`config.mk`:
```
export PLATFORM = sky130hd
export DESIGN_NAME = mem_reg
export DESIGN_NICKNAME = d
export VERILOG_FILES = /design/src/rtl/mem_reg_pkg.sv /design/src/rtl/mem_misalign_chk.sv /design/src/rtl/mem_reg.sv
export SDC_FILE = /design/constraint.sdc
export NUM_CORES = 1
export LEC_CHECK = 0
export BUFFER_PORTS_ARGS = -buffer_cell sky130_fd_sc_hd__buf_4
export CORE_MARGIN = 8
export CORE_UTILIZATION = 50
export CTS_CLUSTER_SIZE = 8
export DETAILED_ROUTE_END_ITERATION = 8
export HOLD_SLACK_MARGIN = 0.05
export PLACE_DENSITY = 0.85
export SYNTH_ARGS = -nofsm -noshare
export SYNTH_HDL_FRONTEND = slang
export SYNTH_SLANG_ARGS = --single-unit
```
`constraint.sdc`:
```
create_clock -name clk -period 4.15 [get_ports clk]
set_input_delay 0.415 -clock clk [delete_from_list [all_inputs] [get_ports clk]]
set_output_delay 0.415 -clock clk [all_outputs]
set_load 0.01 [all_outputs]
```
`src/rtl/mem_reg_pkg.sv`:
```
// Shared MEM-stage definitions: memory op codes, bus widths, FSM states and the MEM/WB bundle.
package mem_reg_pkg;

    localparam int OP_W   = 4;
    localparam int WORD_W = 32;
    localparam int GPR_W  = 5;

    typedef enum logic [OP_W-1:0] {
        MEMOP_NOP = 4'd0,
        MEMOP_LW  = 4'd1,
        MEMOP_LH  = 4'd2,
        MEMOP_LHU = 4'd3,
        MEMOP_LB  = 4'd4,
        MEMOP_LBU = 4'd5,
        MEMOP_SW  = 4'd6,
        MEMOP_SH  = 4'd7,
        MEMOP_SB  = 4'd8
    } mem_op_e;

    typedef enum logic {
        ST_IDLE      = 1'b0,
        ST_LOAD_WAIT = 1'b1
    } state_e;

    typedef struct packed {
        logic              en;
        logic [WORD_W-1:0] pc;
        logic [GPR_W-1:0]  dst;
        logic              gpr_we;
        logic [WORD_W-1:0] out;
        logic              exp;
    } mem_wb_t;

    function automatic logic is_load_op(input logic [OP_W-1:0] op);
        return op inside {MEMOP_LW, MEMOP_LH, MEMOP_LHU, MEMOP_LB, MEMOP_LBU};
    endfunction

    function automatic logic is_word_op(input logic [OP_W-1:0] op);
        return op inside {MEMOP_LW, MEMOP_SW};
    endfunction

    function automatic logic is_half_op(input logic [OP_W-1:0] op);
        return op inside {MEMOP_LH, MEMOP_LHU, MEMOP_SH};
    endfunction

endpackage

```
`src/rtl/mem_misalign_chk.sv`:
```
// Combinational alignment checker for word/half accesses; only built with MEM_MISALIGN_EN.
`ifdef MEM_MISALIGN_EN
module mem_misalign_chk
    import mem_reg_pkg::*;
(
    input  logic            en,
    input  logic [OP_W-1:0] op,
    input  logic [1:0]      addr_lo,
    output logic            misalign
);

    always_comb begin
        misalign = en & ((is_word_op(op) & (addr_lo != 2'b00)) |
                         (is_half_op(op) & addr_lo[0]));
    end

endmodule
`endif

```
`src/rtl/mem_reg.sv`:
```
// MEM/WB pipeline register with BRAM load-wait FSM.
// Optional misalignment exception when MEM_MISALIGN_EN is defined.
module mem_reg
    import mem_reg_pkg::*;
#(
    parameter int WAIT_CYC = 1
)
(
    input  logic              clk,
    input  logic              rst,
    input  logic              stall,
    input  logic              flush,
    input  logic              ex_en,
    input  logic [OP_W-1:0]   ex_mem_op,
    input  logic [1:0]        ex_addr_lo,
    input  logic [WORD_W-1:0] ex_pc,
    input  logic [GPR_W-1:0]  ex_dst_addr,
    input  logic              ex_gpr_we,
    input  logic [WORD_W-1:0] mem_out_in,
    output logic              mem_en,
    output logic [WORD_W-1:0] mem_pc,
    output logic [GPR_W-1:0]  mem_dst_addr,
    output logic              mem_gpr_we,
    output logic [WORD_W-1:0] mem_out,
    output logic              mem_busy,
    output logic              mem_exp
);

    // Counter walks 0..WAIT_CYC-1 in LOAD_WAIT; the last value is the exit cycle.
    localparam logic [1:0] CNT_LAST = 2'(WAIT_CYC - 1);
    localparam logic [1:0] CNT_DONE = 2'(WAIT_CYC);

    state_e     state_q, state_d;
    logic [1:0] cnt_q, cnt_d;
    mem_wb_t    wb_q, wb_d;
    mem_wb_t    cap, bubble;
    logic       misalign;
    logic       load_req;

`ifdef MEM_MISALIGN_EN
    mem_misalign_chk u_misalign_chk (
        .en      (ex_en),
        .op      (ex_mem_op),
        .addr_lo (ex_addr_lo),
        .misalign(misalign)
    );
`else
    logic unused_addr_lo;
    assign unused_addr_lo = ^ex_addr_lo;
    assign misalign       = 1'b0;
`endif

    // A misaligned load faults immediately instead of waiting on the BRAM.
    assign load_req = ex_en & is_load_op(ex_mem_op) & ~misalign;

    always_comb begin
        cap.en     = ex_en;
        cap.pc     = ex_pc;
        cap.dst    = ex_dst_addr;
        cap.gpr_we = ex_en & ex_gpr_we & ~misalign;
        cap.out    = mem_out_in;
        cap.exp    = misalign;

        bubble        = wb_q;
        bubble.en     = 1'b0;
        bubble.gpr_we = 1'b0;
        bubble.exp    = 1'b0;
    end

    always_comb begin
        state_d  = state_q;
        cnt_d    = cnt_q;
        wb_d     = wb_q;
        mem_busy = 1'b0;

        unique case (state_q)
            ST_IDLE: begin
                mem_busy = load_req & ~flush;
                if (!stall && !flush) begin
                    if (load_req) begin
                        state_d = ST_LOAD_WAIT;
                        cnt_d   = 2'd0;
                        wb_d    = bubble;
                    end else begin
                        wb_d = cap;
                    end
                end
            end
            ST_LOAD_WAIT: begin
                mem_busy = (cnt_q != CNT_DONE);
                if (!stall && !flush) begin
                    cnt_d = cnt_q + 2'd1;
                    if (cnt_q == CNT_LAST) begin
                        state_d = ST_IDLE;
                        wb_d    = cap;
                    end else begin
                        wb_d = bubble;
                    end
                end
            end
            default: state_d = ST_IDLE;
        endcase

        // Flush kills whatever is in flight, including a waiting load.
        if (!stall && flush) begin
            state_d     = ST_IDLE;
            cnt_d       = 2'd0;
            wb_d        = cap;
            wb_d.en     = 1'b0;
            wb_d.gpr_we = 1'b0;
            wb_d.exp    = 1'b0;
        end

        if (rst) mem_busy = 1'b0;
    end

    always_ff @(posedge clk) begin
        if (rst) begin
            state_q <= ST_IDLE;
            cnt_q   <= 2'd0;
            wb_q    <= '0;
        end else begin
            state_q <= state_d;
            cnt_q   <= cnt_d;
            wb_q    <= wb_d;
        end
    end

    assign mem_en       = wb_q.en;
    assign mem_pc       = wb_q.pc;
    assign mem_dst_addr = wb_q.dst;
    assign mem_gpr_we   = wb_q.gpr_we;
    assign mem_out      = wb_q.out;
    // Without MEM_MISALIGN_EN the exp flop only ever loads 0.
    assign mem_exp      = wb_q.exp;

endmodule

```
* Yosys cells after proc, flatten, opt, wreduce, memory -nomap -nowiden
Cells that the tools add are included.
** Operators by class
- Add/sub/neg operators :: 1
- Equality and inequality tests :: 13
- Mux-type cells :: 17
- Bitwise operators :: 5
- Reductions and logical operators :: 10
** Operators with widths (number)
- 2-to-1 mux 72 bit :: 4
- one-hot mux 72 bit (2 select lines) :: 1
- 2-to-1 mux 71 bit :: 1
- == test 4 x 2 -> 1 bit (second input constant) :: 2
- == test 4 x 3 -> 1 bit (second input constant) :: 2
- 2-to-1 mux 2 bit :: 3
- inequality test 3 x 1 -> 1 bit (second input constant) :: 2
- inequality test 3 bit (second input constant) :: 2
- 2-to-1 mux 1 bit :: 5
- nonzero test 5 bit :: 1
- == test 4 x 1 -> 1 bit (second input constant) :: 1
- inequality test 2 x 1 -> 1 bit (second input constant) :: 2
- inequality test 2 bit (second input constant) :: 2
- one-hot mux 1 bit (2 select lines) :: 2
- one-hot mux 2 bit (2 select lines) :: 1
- AND reduction 4 bit :: 1
- AND 1 bit :: 3
- AND reduction 3 bit :: 1
- adder 2 x 1 -> 2 bit (second input constant) :: 1
- logical AND 1 bit :: 2
- logical NOT 1 bit :: 2
- logical NOT 2 bit :: 1
- inverter 1 bit :: 2
- AND reduction 2 bit :: 1
- OR reduction 2 bit :: 1
** Word-level totals
- Flip-flop bits (word level) :: 75
- Input bits :: 81
- Output and inout port bits :: 73
- Logic and storage cells :: 54

* Logic depth before layout (Yosys ltp)
- Word-level depth :: 7
- Mapped depth :: 8

* Worst setup path after synthesis
Ideal clock, no wire load.
- Path kind :: in2out
- From :: input port ex_mem_op[0]
- To :: output port mem_busy
- Arrival time :: 1.399 ns
- Required time :: 3.735 ns
- Path slack :: 2.336 ns
- Stages on the path :: 4
- Path buffers :: 1
- Cell sequence :: or3_1 -> nand4_2 -> clkbuf_1 -> a21oi_1
** On the way
- Word-level cells in the longest chain between the ends :: 6
- Elaborated cells on any way between the ends :: 10
- Those cells by class :: 5 x eq/ne; 2 x mux; 2 x bitwise; 1 x reduce/logical
** RTL lines
- from (decl) :: RTL line mem_reg.sv:14 : input logic [OP_W-1:0] ex_mem_op,
- == test 4 x 1 -> 1 bit (tied with other cells) :: RTL line mem_reg_pkg.sv:35 : return op inside {MEMOP_LW, MEMOP_LH, MEMOP_LHU, MEMOP_LB, MEMOP_LBU};
- nonzero test 5 bit (*) :: RTL line mem_reg_pkg.sv:35
- AND 1 bit (*) :: RTL line mem_reg.sv:54 : assign load_req = ex_en & is_load_op(ex_mem_op) & ~misalign;
- AND 1 bit (*) :: RTL line mem_reg.sv:78 : mem_busy = load_req & ~flush;
- one-hot mux 1 bit (2 select lines) (*) :: RTL line mem_reg.sv:76 : unique case (state_q)
- 2-to-1 mux 1 bit (*) :: RTL line mem_reg.sv:114 : if (rst) mem_busy = 1'b0;
- to (decl) :: RTL line mem_reg.sv:25 : output logic mem_busy,
Mark *: on every way between the ends. The rest lies on a longest branch, timed or not.

* Final worst setup path
- From :: register state_q
- To :: output port mem_busy
** On the way
- Word-level cells in the longest chain between the ends :: 3
** RTL lines
- from (decl) :: RTL line mem_reg.sv:33 : state_e state_q, state_d;
- from (signal assigned) :: RTL line mem_reg.sv:123 : state_q <= state_d;
- inverter 1 bit
- one-hot mux 1 bit (2 select lines) (*) :: RTL line mem_reg.sv:76
- 2-to-1 mux 1 bit (*) :: RTL line mem_reg.sv:114
Marked as above.

==> metrics.csv <==
metric,value,unit
yosysMostFrequentCell,dfxtp_1,
grt_pass1_vias,3106,
path_delay_family,simple AND/OR/NAND/NOR gates,
netlist_area,3257,sq um
die_h,96.71,um
synth_edf_count,0,
ant_nets,0,
synthToLayoutAreaGrowth,39.26,%
layout-drive-gt1-share,35.05,%
crit_chain,nor2_1 -> nand4_4 -> a21oi_1 -> buf_4,
powerDensity,354.2,nW/um^2
status,finished clean,
drtIter0Drc,179,
root_buffer,clkbuf_8,
drc,0,
synth.top_cells.by_count,"dfxtp_1 (74), nand2b_1 (71), nand4b_1 (69)",
synth_cell_types,27,
post_drt_wl_per_cell,16.82,um
grt-ovfl-total,0,
start_kind,flip-flop,
finalWirelength,9.451,mm
slowest_stage,nand4_4,
finalSetupViolations,0,
relSlewSlack,37.28,%
r2r_slack,2060,ps
yosys_warnings,0,
r2r_end,mem_dst_addr[3]$_SDFFE_PP0P_,
clock-sinks,74,
tightest_slew,940.8,ps
ys.flop_type,dfxtp_1,
fin_skew,7.211,ps
reg2reg_from,state_q$_SDFF_PP0_,
cts_tree,yes,
comb_power_share,16.4,%
dr.pass1.iters,4,
dp_hpwl,6.303,mm
h-tree-depth,3,
syn_area_per_cell,9.123,sq um
clockBufferDepth,2,
maxCapViolCount,0,
synth_area_leaders,"dfxtp_1 (45%), nand4b_1 (19%), nand2b_1 (14%)",
via_per_inst,5.445,
p_switching,0.4006,mW
slowest_delay,470,ps
final_area,4536,sq um
async_flop_share,0,%
synth_top_area_cell,dfxtp_1,
cts_setup_buffers,0,
reg2reg_depth,4,
fin_crit_sh,55.78,%
cts_hold_buffers,0,
place_ws,1735,ps
n_antenna_cell,0,
antenna_found_initial,0,
fin_nets,563,
hold_ws,341.6,ps
core_area,6314,sq um
multi_input_area,1600,sq um
fmax,0.4320,GHz
fp.dieArea,9352,sq um
fillers,502,
insertion_delay,320,ps
min_to,mem_pc[0]$_SDFFE_PP0P_,
leakage,1.844,nW
vias,3060,
grtUsageTotal,19.27,%
critPathMaxFanout,36,
cts_resized,0,
numCtsBuffers,9,
syn_nets,440,
end_kind,output pin,
portBuffers,150,
hold_path.class,primary input to flip-flop,
cp.arrival,1900,ps
criticalPathCategory,flip-flop to output pin,
netlist_instances,357,
maxSlewViolCount,0,
num_rows,29,
ios,154,
hold_violations,0,
rsz0062_at_grt,no,
p_clk_share,35.3,%
power,1.606,mW
post-synth-top-area-fraction,45.49,%
switching_share,24.94,%
gp_congestion,0.7345,
fin_ws,1835,ps
required,3730,ps
tns,0,ps
startpoint,state_q$_SDFF_PP0_,
ys_seq_area_share,45.49,%
fin_crit,2315,ps
min_from,ex_pc[0],
grt_max_degree,145,
irDropWorstVdd,0.2549,mV
start_util,51.59,%
p_seq_share,48.3,%
place_area,4330,sq um
p_int,1.206,mW
worst-path-buf-inv,1,
seq_area,1481,sq um
hold_depth,3,
path_clk_slew,80,ps
grt_pass1_wl,15.50,mm
ys_ff_latch,74,
dieWidth,96.71,um
[worst min-delay path, stage by stage]
cell and delay [ps]:
buf_4 80, nand4b_1 80, o21ai_0 70
[layer usage]
metal	share of wire, %	GRT usage, %
met1	42	23.16
met2	46	29.90
met3	9.7	8.108
met4	2.1	7.101
met5	0	0
[cells by family (layout without fill, tap and decap cells)]
logic type / Yosys count / in the layout / share of synthesized area, %
buffers and inverters: 43 / 171 / 5.878
AOI/OAI and AO/OA: 81 / 81 / 12.95
other: 1 / 1 / 0.1151
adders and majority gates: 2 / 2 / 0.7682
and+or+nand+nor: 156 / 156 / 34.81
DFF: 74 / 74 / 45.49
[state kept, by name (all words and copies together), names as in the netlist]
register / flops
mem_pc: 32
cnt_q: 2
mem_en: 1
state_q: 1
mem_dst_addr: 5
mem_out: 32
mem_gpr_we: 1
[per-stage QoR]
stage                     utilization [%]  instances
final                               71.84        562
after floorplan                         -        357
after detailed placement            68.59        546
after CTS                           71.84        562
after global placement              68.59        546
after global routing                71.84        562
[cells in the final DEF (no fill, tap or decap), types with 2 or more instances in the layout]
cell type / n
nor2_1: 6
o21ai_1: 10
inv_1: 3
clkbuf_8: 11
clkinvlp_4: 2
buf_4: 152
nand2_1: 2
o21ai_0: 62
a21oi_1: 4
nand3_1: 3
dfxtp_1: 74
ha_1: 2
nand2b_1: 71
nand4b_1: 69
[worst max-delay path by stage]
stage | slack (ps) | end | depth (start not counted)
floorplan | 2340 | mem_busy | 4
global placement | 1800 | mem_out[29]$_SDFFE_PP0P_ | 5
detailed placement | 1730 | mem_dst_addr[3]$_SDFFE_PP0P_ | 5
CTS | 1790 | mem_busy | 4
global route | 1660 | mem_busy | 4
finish | 1840 | mem_busy | 4
[power by group through the flow]
stage	sequential [mW]	clock (mW)	combinational [mW]
floorplan	0.810	0	0.103
global placement	0.789	0	0.260
detailed placement	0.792	0	0.266
CTS	0.776	0.580	0.267
global route	0.781	0.614	0.288
finish	0.775	0.567	0.264
[layout make-up]
class	instances	area share, %
multi-input combinational	240	35.28
sequential	74	32.66
clock buffer	12	3.421
tap	77	2.124
timing repair buffer	152	25.16
clock inverter	4	1.103
inverter	3	0.2483
No activity file was read; power rests on OpenSTA's default activity.
